**config.mk**
```make
export PLATFORM = sky130hd
export DESIGN_NAME = times_table_rd_ctrl
export DESIGN_NICKNAME = d
export VERILOG_FILES = /design/src/rtl/times_table_rd_ctrl.sv
export SDC_FILE = /design/constraint.sdc
export NUM_CORES = 1
export LEC_CHECK = 0
export CORE_UTILIZATION = 40
export CTS_BUF_LIST = sky130_fd_sc_hd__clkbuf_8
export DETAILED_ROUTE_END_ITERATION = 8
export HOLD_SLACK_MARGIN = 0.05
export PLACE_DENSITY = 0.83
export SYNTH_ARGS = -nofsm -noshare
export SYNTH_HDL_FRONTEND = slang
export SYNTH_SLANG_ARGS = --single-unit
```
**constraint.sdc**
```tcl
create_clock -name clk -period 1.85 [get_ports clk]
set_input_delay 0.185 -clock clk [delete_from_list [all_inputs] [get_ports clk]]
set_output_delay 0.185 -clock clk [all_outputs]
set_load 0.005 [all_outputs]
```
**src/rtl/times_table_rd_ctrl.sv**
```systemverilog
// Round-robin arbiter for two times-table lookup clients driving an AXI4-lite read master.
// Grant to result_valid is 3 cycles minimum; AR/R stalls are waited out, flagging a sticky stall past TIMEOUT.
module times_table_rd_ctrl #(
  parameter int ADDR_W  = 32,
  parameter int DATA_W  = 32,
  parameter int TIMEOUT = 64
) (
  input  logic              clk,
  input  logic              rst,
  input  logic              req0,
  input  logic [2:0]        a0,
  input  logic [2:0]        b0,
  output logic              ack0,
  input  logic              req1,
  input  logic [2:0]        a1,
  input  logic [2:0]        b1,
  output logic              ack1,
  output logic [5:0]        result,
  output logic              result_id,
  output logic              result_valid,
  output logic              err,
  output logic              stall,
  output logic              busy,
  output logic [ADDR_W-1:0] m_axi_araddr,
  output logic              m_axi_arvalid,
  input  logic              m_axi_arready,
  input  logic [DATA_W-1:0] m_axi_rdata,
  input  logic [1:0]        m_axi_rresp,
  input  logic              m_axi_rvalid,
  output logic              m_axi_rready
);

  localparam int CNT_W = $clog2(TIMEOUT + 1);

  typedef enum logic [1:0] {IDLE, ADDR, DATA, DONE} state_t;

  state_t            state_q, state_d;
  logic              last_grant_q, last_grant_d;
  logic              id_q, id_d;
  logic [ADDR_W-1:0] araddr_q, araddr_d;
  logic              arvalid_q, arvalid_d;
  logic              rready_q, rready_d;
  logic [5:0]        result_q, result_d;
  logic              result_id_q, result_id_d;
  logic              result_valid_q, result_valid_d;
  logic              err_q, err_d;
  logic              stall_q, stall_d;
  logic              busy_q, busy_d;
  logic              ack0_q, ack0_d;
  logic              ack1_q, ack1_d;
  logic [CNT_W-1:0]  cnt_q, cnt_d;
  logic              grant;

  // Only the product bits of the read word are meaningful.
  logic unused_rdata;
  assign unused_rdata = ^m_axi_rdata[DATA_W-1:6];

  always_comb begin
    state_d        = state_q;
    last_grant_d   = last_grant_q;
    id_d           = id_q;
    araddr_d       = araddr_q;
    arvalid_d      = arvalid_q;
    rready_d       = rready_q;
    result_d       = result_q;
    result_id_d    = result_id_q;
    result_valid_d = result_valid_q;
    err_d          = err_q;
    stall_d        = stall_q;
    ack0_d         = ack0_q;
    ack1_d         = ack1_q;
    cnt_d          = cnt_q;
    grant          = 1'b0;

    // Watchdog only observes; the AXI transaction always runs to completion.
    if (state_q == ADDR || state_q == DATA) begin
      if (cnt_q != CNT_W'(TIMEOUT)) cnt_d = cnt_q + 1'b1;
      if (cnt_q >= CNT_W'(TIMEOUT - 1)) stall_d = 1'b1;
    end

    case (state_q)
      IDLE: begin
        if (req0 || req1) begin
          grant         = (req0 && req1) ? ~last_grant_q : req1;
          id_d          = grant;
          last_grant_d  = grant;
          araddr_d      = '0;
          araddr_d[7:0] = grant ? {a1, b1, 2'b00} : {a0, b0, 2'b00};
          arvalid_d     = 1'b1;
          cnt_d         = '0;
          state_d       = ADDR;
        end
      end
      ADDR: begin
        if (arvalid_q && m_axi_arready) begin
          arvalid_d = 1'b0;
          rready_d  = 1'b1;
          state_d   = DATA;
        end
      end
      DATA: begin
        if (m_axi_rvalid && rready_q) begin
          err_d          = (m_axi_rresp != 2'b00);
          result_d       = (m_axi_rresp != 2'b00) ? 6'd0 : m_axi_rdata[5:0];
          rready_d       = 1'b0;
          result_valid_d = 1'b1;
          result_id_d    = id_q;
          ack0_d         = ~id_q;
          ack1_d         = id_q;
          state_d        = DONE;
        end
      end
      DONE: begin
        result_valid_d = 1'b0;
        ack0_d         = 1'b0;
        ack1_d         = 1'b0;
        state_d        = IDLE;
      end
      default: state_d = IDLE;
    endcase

    busy_d = (state_d != IDLE);
  end

  always_ff @(posedge clk or posedge rst) begin
    if (rst) begin
      state_q        <= IDLE;
      last_grant_q   <= 1'b1;
      id_q           <= 1'b0;
      araddr_q       <= '0;
      arvalid_q      <= 1'b0;
      rready_q       <= 1'b0;
      result_q       <= '0;
      result_id_q    <= 1'b0;
      result_valid_q <= 1'b0;
      err_q          <= 1'b0;
      stall_q        <= 1'b0;
      busy_q         <= 1'b0;
      ack0_q         <= 1'b0;
      ack1_q         <= 1'b0;
      cnt_q          <= '0;
    end else begin
      state_q        <= state_d;
      last_grant_q   <= last_grant_d;
      id_q           <= id_d;
      araddr_q       <= araddr_d;
      arvalid_q      <= arvalid_d;
      rready_q       <= rready_d;
      result_q       <= result_d;
      result_id_q    <= result_id_d;
      result_valid_q <= result_valid_d;
      err_q          <= err_d;
      stall_q        <= stall_d;
      busy_q         <= busy_d;
      ack0_q         <= ack0_d;
      ack1_q         <= ack1_d;
      cnt_q          <= cnt_d;
    end
  end

  assign ack0          = ack0_q;
  assign ack1          = ack1_q;
  assign result        = result_q;
  assign result_id     = result_id_q;
  assign result_valid  = result_valid_q;
  assign err           = err_q;
  assign stall         = stall_q;
  assign busy          = busy_q;
  assign m_axi_araddr  = araddr_q;
  assign m_axi_arvalid = arvalid_q;
  assign m_axi_rready  = rready_q;

endmodule

```
==> impl_metrics.csv <==
group,metric,value,unit
status,status,"completed",
clock_network,holdBufCountCts,0,
finish,syn_to_final_growth,31.1,%
sta,tns,0,ps
min_path,min-delay-path-class,"in -> async",
power_and_ir_drop,p_comb_share,43.3,%
worst_setup_path,critPathBufInv,1,
power_and_ir_drop,internal-power,2.16,mW
routing,wl_met3,213,um
floorplanning,io_pins,99,
floorplanning,start_util,42.9,%
routing,first_pass_iters,4,
logic_synthesis,synth_ff_type,"dfrtp_1",
worst_setup_path,cp_max_fo,6,
floorplanning,rows,23,
grt,grt-ovfl-total,0,
finish,final_layout_size_suffix_gt1_share,7.44,%
routing,drt_iter0_markers,91,
routing,top_layer_used,"met4",
logic_synthesis,synth_common_cells,"dfrtp_1, nand2_1, buf_4",
logic_synthesis,synth_area_leaders,"dfrtp_1, buf_4, nand2_1",
clock_network,clkSinkCount,32,
logic_synthesis,async_flop_share,100,%
placement,io_buffer_count,46,
finish,finalCoreUtilization,56.2,%
finish,multiInputGateArea,830,um^2
routing,dr_wl_met2,1650,um
worst_setup_path,worst_ep_required_time,2060,ps
worst_setup_path,endpoint_kind,"flip-flop",
power_and_ir_drop,power_density,1400,mW/mm^2
logic_synthesis,synth_top_area_share,43.7,%
power_and_ir_drop,power_frac_clock,20.2,%
placement,detailed_place_hpwl,2560,um
sta,fin_worst_skew,6.99,ps
clock_network,htree_levels,2,
clock_network,clk_path_buf_depth,2,
sta,report.final.setup_viol,0,
sta,hold_viol,0,
clock_network,cts_buffers,5,
floorplanning,dieArea,0.00471,mm^2
sta,clock.fmax,0.606,GHz
logic_synthesis,postSynthAreaPerCell,9.45,um^2
logic_synthesis,synth_area,0.00178,mm^2
worst_setup_path,critPathTopFamily,"simple AND/OR/NAND/NOR gates",
clock_network,cts_resized,0,
worst_setup_path,slowest_delay,440,ps
grt,grt_pass1_wl,5460,um
routing,routed_wl,3310,um
sta,final.period_utilization,89.2,%
logic_synthesis,synth_seq_cells,32,
worst_setup_path,worstPathArrival,1860,ps
routing,wl_met1,1390,um
grt,antenna_found_initial,0,
logic_synthesis,synth_top_area_cell,"dfrtp_1",
sta,slew_viol_final,0,
worst_setup_path,crit_slowest_cell,"dfrtp_1",
clock_network,clk_pin_slew,70,ps
finish,instances_no_fill,292,
logic_synthesis,synthCells,188,
power_and_ir_drop,switching_share,33.9,%
power_and_ir_drop,irDropWorstVdd,0.000575,V
floorplanning,die_w,68.6,um
sta,period_minus_slack,1650,ps
clock_network,cts_root_buf,"clkbuf_8",
worst_setup_path,r2r_slack,200,ps
finish,regArea,802,um^2
logic_synthesis,synth_edf_count,0,
routing,drc,0,
power_and_ir_drop,p_switching,1.10,mW
placement,dp_cells,284,
power_and_ir_drop,p_seq_share,36.5,%
grt,grt_pass1_vias,1277,
grt,grt_start_max_net_pins,22,
placement,gp_congestion,0.789,
finish,fill_cells,395,
sta,rsz0062_at_grt,"no",
clock_network,clk_latency,290,ps
routing,routed_via_density,4.76,
logic_synthesis,ys_types,34,
routing,routedWlPerCell,11.3,um
power_and_ir_drop,leakage,1.07,nW
worst_setup_path,crit_path_start_kind,"flip-flop",
routing,vias,1390,
floorplanning,core_area,0.00414,mm^2
logic_synthesis,ys_warn_count,0,
clock_network,cts_tree,"done",
worst_setup_path,cp_cell_sequence,"inv_1 > ha_1 > nand2_1 > or3_1 > a21oi_1",
flow_run,maxCapViolCount,0,
worst_setup_path,critPathKind,"reg -> reg",
floorplanning,die_y,68.6,um
finish,nets,300,
routing,drtAntennaViolNets,0,
clock_network,postCtsSetupBuffers,0,
grt,grt_use_total,15.9,%
finish,diodes,0,
logic_synthesis,yosysSeqAreaShare,45.1,%
power groups by stage:
stage | registers (mW) | logic (mW) | clock network (mW)
finish | 1.19 | 1.41 | 0.660
global route | 1.23 | 1.60 | 0.714
CTS | 1.19 | 1.43 | 0.679
detailed placement | 1.20 | 1.42 | 0
global placement | 1.19 | 1.38 | 0
floorplan | 1.19 | 0.796 | 0
cell type report:
cell class,instances,area share (%)
Timing Repair Buffer,51,21.4
Sequential cell,32,34.4
Tap cell,50,2.69
Clock inverter,3,1.83
Clock buffer,5,2.95
Inverter,7,1.13
Multi-Input combinational cell,144,35.6
worst paths after layout:
check / from / to / cells after the start
worst max-delay path: state_q[1]$_DFF_PP0_ / cnt_q[6]$_DFF_PP0_ / 5
worst min-delay path: rst / cnt_q[5]$_DFF_PP0_ / 2
worst max register to register: state_q[1]$_DFF_PP0_ / cnt_q[6]$_DFF_PP0_ / 5
worst min register to register: m_axi_araddr[7]$_DFFE_PP0P_ / m_axi_araddr[7]$_DFFE_PP0P_ / 2
max in group asynchronous: rst / m_axi_araddr[4]$_DFFE_PP0P_ / 3
min in group clk: m_axi_rdata[5] / result[5]$_DFFE_PP0P_ / 3
logic make-up after synthesis:
family                     share of synthesized area, %
other                                             0.211
xor gates and xnor gates                          0.986
buffers and inverters                              13.5
muxes                                              6.20
and+or+nand+nor                                    13.9
DFF                                                45.1
AOI/OAI and AO/OA                                  15.1
adders and majority gates                          4.93
per-stage QoR:
stage / total power [mW] / worst slack (ps) / cell area [um^2] / hold WS (ps)
floorplan: 1.98 / 367 / 1870 / 255
global placement: 2.57 / 245 / 2220 / 449
detailed placement: 2.63 / 239 / 2220 / 470
CTS: 3.30 / 217 / 2330 / 195
global route: 3.54 / 89.8 / 2330 / 220
finish: 3.26 / 200 / 2330 / 180
placed cells by master (no fill, tap or decap), types with 2 or more instances in the layout:
cell type	count
a21o_1	2
a21oi_1	9
a31oi_1	2
buf_4	5
clkbuf_8	5
clkdlybuf4s50_1	46
conb_1	26
dfrtp_1	31
ha_1	7
inv_1	7
mux2i_1	11
nand2_1	31
nand3_1	6
nand4_1	3
nor2_1	5
o21ai_0	22
or3_1	3
xor2_1	2
layer usage:
layer	vias up	global-route usage [%]
li1	695	-
met5	-	0
met3	5	4.77
met1	639	17.3
met2	51	28.3
met4	0	7.29
state kept, by name (all words and copies together) (netlist names), 2 cells and up:
signal        flops
cnt_q             7
result            6
state_q           2
m_axi_araddr      6
Note: power is estimated with default switching activity, not from simulation.
